**src/rtl/dither_bit_display_buffer.sv**
```systemverilog
// dither_bit_display_buffer: shifts accepted dither bits into a nibble-per-digit display buffer
// with an operator freeze / single-step control.
module dither_bit_display_buffer #(
    parameter int DIGITS = 6,
    parameter int CNT_W  = 10
) (
    input  logic                  Clk,
    input  logic                  Reset,
    input  logic                  pix_valid,
    input  logic                  pix_bit,
    output logic                  pix_ready,
    input  logic                  mode_freeze,
    input  logic                  step_key,
    output logic [4*DIGITS-1:0]   hex_nib,
    output logic [CNT_W-1:0]      pix_count,
    output logic                  hold_led
);
    typedef enum logic [1:0] {RUN, HOLD, STEP} state_t;
    state_t state_q, state_d;
    logic [DIGITS-1:0] bits_q, bits_d;
    logic [CNT_W-1:0] count_q, count_d;
    logic step_prev_q;
    logic accept, step_rise;
    assign pix_ready = (state_q != HOLD);
    assign accept = pix_valid & pix_ready;
    assign step_rise = step_key & ~step_prev_q;
    assign hold_led = (state_q != RUN);
    assign pix_count = count_q;
    // Only the pixel bit is stored; the upper three bits of each nibble are constant zero.
    for (genvar g = 0; g < DIGITS; g++) begin : g_nib
        assign hex_nib[4*g +: 4] = {3'b000, bits_q[g]};
    end
    always_comb begin
        state_d = state_q;
        bits_d = accept ? {bits_q[DIGITS-2:0], pix_bit} : bits_q;
        count_d = accept ? count_q + 1'b1 : count_q;
        case (state_q)
            RUN:     state_d = mode_freeze ? HOLD : RUN;
            HOLD:    state_d = !mode_freeze ? RUN : (step_rise ? STEP : HOLD);
            STEP:    state_d = !mode_freeze ? RUN : (accept ? HOLD : STEP);
            default: state_d = RUN;
        endcase
    end
    always_ff @(posedge Clk) begin
        if (Reset) begin
            state_q <= RUN;
            bits_q <= '0;
            count_q <= '0;
            step_prev_q <= 1'b0;
        end else begin
            state_q <= state_d;
            bits_q <= bits_d;
            count_q <= count_d;
            step_prev_q <= step_key;
        end
    end
endmodule

```
**config.mk**
```make
export PLATFORM = sky130hd
export DESIGN_NAME = dither_bit_display_buffer
export DESIGN_NICKNAME = d
export VERILOG_FILES = /design/src/rtl/dither_bit_display_buffer.sv
export SDC_FILE = /design/constraint.sdc
export NUM_CORES = 1
export LEC_CHECK = 0
export CORE_MARGIN = 5
export CORE_UTILIZATION = 37
export CTS_CLUSTER_SIZE = 24
export DETAILED_ROUTE_END_ITERATION = 12
export GPL_ROUTABILITY_DRIVEN = 0
export PLACE_DENSITY = 0.81
export SLEW_MARGIN = 10
export SYNTH_ARGS = -nofsm -noshare
export SYNTH_HDL_FRONTEND = slang
export SYNTH_SLANG_ARGS = --single-unit
export TNS_END_PERCENT = 5
```
**constraint.sdc**
```tcl
create_clock -name Clk -period 1.6 [get_ports Clk]
set_clock_uncertainty 0.2 [all_clocks]
set_input_delay 0.32 -clock Clk [delete_from_list [all_inputs] [get_ports Clk]]
set_output_delay 0.32 -clock Clk [all_outputs]
set_load 0.02 [all_outputs]
```
==> results of run 1 <==
-- timing repair --
| action | 4_1_cts | 5_1_grt |
|---|---|---|
| pin swaps | 0 | 1 |
| buffers inserted | 0 | 0 |
| setup endpoints to repair | 20 | 14 |
| gates resized for setup | 28 | 17 |
-- registers in the layout, indices dropped and copies added (netlist names) --
signal / cells
bits_q: 6
pix_count: 10
state_q: 2
step_prev_q: 1
-- Yosys cell counts (all sizes together), types with 2 or more instances --
library cell | count | area share [%]
or4 | 2 | 1.6
nand4 | 3 | 2.0
buf | 21 | 17
xnor2 | 2 | 1.8
and3 | 2 | 1.4
nand2 | 19 | 9.1
dfxtp | 19 | 40
xor2 | 4 | 3.7
nor2 | 8 | 3.1
a21oi | 9 | 4.7
clkbuf | 2 | 0.78
and2 | 3 | 2.1
o31ai | 2 | 1.6
inv | 2 | 0.78
-- stage by stage --
step | worst slack (ns) | TNS [ns]
6_report | 0.0192 | 0
5_1_grt | -0.0551 | -0.106
4_1_cts | -0.0185 | -0.0208
3_5_place_dp | -0.346 | -3.91
3_3_place_gp | -0.299 | -3.16
2_1_floorplan | -0.0107 | -0.0107
-- final timing paths --
path | end | startpoint | cells after the start | slack (ns)
worst min-delay path | bits_q[4]$_SDFFE_PP0P_ | bits_q[4]$_SDFFE_PP0P_ | 2 | 0.28
worst max-delay path | pix_count[8]$_SDFFE_PP0P_ | state_q[1]$_SDFF_PP0_ | 5 | 0.02
worst max register to register | pix_count[8]$_SDFFE_PP0P_ | state_q[1]$_SDFF_PP0_ | 5 | 0.02
worst min register to register | bits_q[4]$_SDFFE_PP0P_ | bits_q[4]$_SDFFE_PP0P_ | 2 | 0.28
-- critical path: stages, from the launching register on --
cell      delay, ns
dfxtp_2        0.37
nand2b_4       0.13
buf_6          0.12
nand2_8        0.05
nor3_1         0.26
mux2_2         0.36
-- cell type report --
type | count | area [um^2]
multi-input combinational | 84 | 479
timing repair buffer | 33 | 287
tap | 30 | 37.5
clock inverter | 1 | 7.51
fill | 233 | 1240
inverter | 2 | 7.51
clock buffer | 3 | 22.5
sequential | 19 | 393
-- logic make-up after synthesis --
group           Yosys count  share of synthesized area (%)
mux                       1                           1.18
simple gates             46                           26.1
other cells               1                          0.392
xor+xnor                  6                           5.49
flops                    19                           39.7
fa+ha+maj                 1                           1.31
buf+inv                  25                           19.0
compound gates           12                           6.80
-- layer usage --
layer,track usage (%),wire (um)
met1,13.8,801
met2,18.6,1030
met3,2.98,170
met4,4.33,31
met5,0,0
-- power groups by stage --
stage          combinational, mW  sequential (mW)  clock [mW]
2_1_floorplan              0.126            0.513           0
3_3_place_gp               0.151            0.504           0
3_5_place_dp               0.153            0.505           0
4_1_cts                    0.145            0.494       0.266
5_1_grt                    0.166            0.496       0.282
6_report                   0.152            0.494       0.254
==> metrics.md, run 1 <==
| Metric | Value |
|---|---|
| Status | `complete, no violations` |
| Die height | `60.9 um` |
| Main synth FF type | `dfxtp_1` |
| CTS max path bufs | `2` |
| Power density cells | `729 nW/um^2` |
| Cell Area, Synth | `957 um^2` |
| DP Area | `1190 um^2` |
| Placed cells | `168` |
| Routed Antenna Nets | `0` |
| Fin. Hold Viols | `0` |
| DRT Pass-1 Iters | `4` |
| Die Width | `60.9 um` |
| Switching power | `264 uW` |
| ANT cells | `0` |
| Total CTS buffers | `3` |
| Finished Cell Area | `1230 um^2` |
| WL/cell | `11.8 um` |
| Die area | `3700 um^2` |
| Nets | `150` |
| Total global-route track usage | `11.2%` |
| CTS tree | `built` |
| Seq/Total Area, Yosys | `39.7%` |
| Avg Cell Area, Syn | `8.62 um^2` |
| Post-synth EDFFs | `0` |
| Crit path capture type | `register` |
| H-tree depth | `1` |
| Power share of the clock group | `28.2%` |
| Final-report setup violation count | `0` |
| DRC viols | `0` |
| Final Util | `49.8%` |
| Core area | `2480 um^2` |
| Layout cells sized above 1 | `23.9%` |
| Crit-path max FO | `4` |
| Period utilization | `98.8%` |
| Initial DRC count | `25` |
| Unique masters post-synth | `33` |
| Int Pwr | `635 uW` |
| First-pass GRT wire length | `3.12 mm` |
| Pwr Total | `899 uW` |
| Initial antenna violation count | `0` |
| DR vias/cell | `4.49` |
| Worst path arrival time | `1.59 ns` |
| IO buf count | `23` |
| Hpwl dp | `1.64 mm` |
| Hold crit path type | `reg2reg` |
| Vias in the first global route | `707` |
| Peak VDD IR | `0.380 mV` |
| Vias | `772` |
| LEAKAGE | `0.541 nW` |
| Area grow syn2layout | `28.9%` |
| Crit path required time | `1.61 ns` |
| Skew-Pair Late Insertion Delay | `0.31 ns` |
| Sequential power share | `54.9%` |
| Switching Share | `29.4%` |
| Hold_ws | `0.275 ns` |
| Largest net degree at the start of global routing | `13` |
| Crit start category | `register` |
| DRT Wirelength | `2.04 mm` |
| Comb power frac | `16.9%` |
| Most frequent cells in the layout | `18 x nand2_1, 18 x conb_1, 11 x dfxtp_1, 11 x dlygate4sd2_1, 9 x buf_4` |
| Tmin final | `1.58 ns` |
| Max Cap Viol | `0` |
| Total grt overflow | `0` |
| Async SR Flop Fraction | `0%` |
| Critical path class | `reg2reg` |
| Starting Density | `38.6%` |
| Synth Instances | `111` |
| Clk slew on worst S/H paths | `0.12 ns` |
| Cts hold-fix bufs | `0` |
| Slew Limit Fails | `0` |
| I/O Pins | `42` |
| Final Non-Filler Cells | `172` |
| Rows | `18` |
| Synth warn | `0` |
| Clock sinks | `19` |
| RSZ-0062 raised after global routing | `yes` |
| Max Clk Rate | `0.633 GHz` |
| Yosys reg bits | `19` |
| Root Buffer | `clkbuf_4` |
Note: power is estimated with default switching activity, not from simulation.
==> run 2: changes to the inputs <==
--- a/config.mk
+++ b/config.mk
@@ -11,7 +11,7 @@
 export DETAILED_ROUTE_END_ITERATION = 12
 export GPL_ROUTABILITY_DRIVEN = 0
 export PLACE_DENSITY = 0.81
-export SLEW_MARGIN = 10
+export SLEW_MARGIN = 20
 export SYNTH_ARGS = -nofsm -noshare
 export SYNTH_HDL_FRONTEND = slang
 export SYNTH_SLANG_ARGS = --single-unit
==> results of run 2 <==
No change in the layout: final DEF, timing and power equal those of run 1.
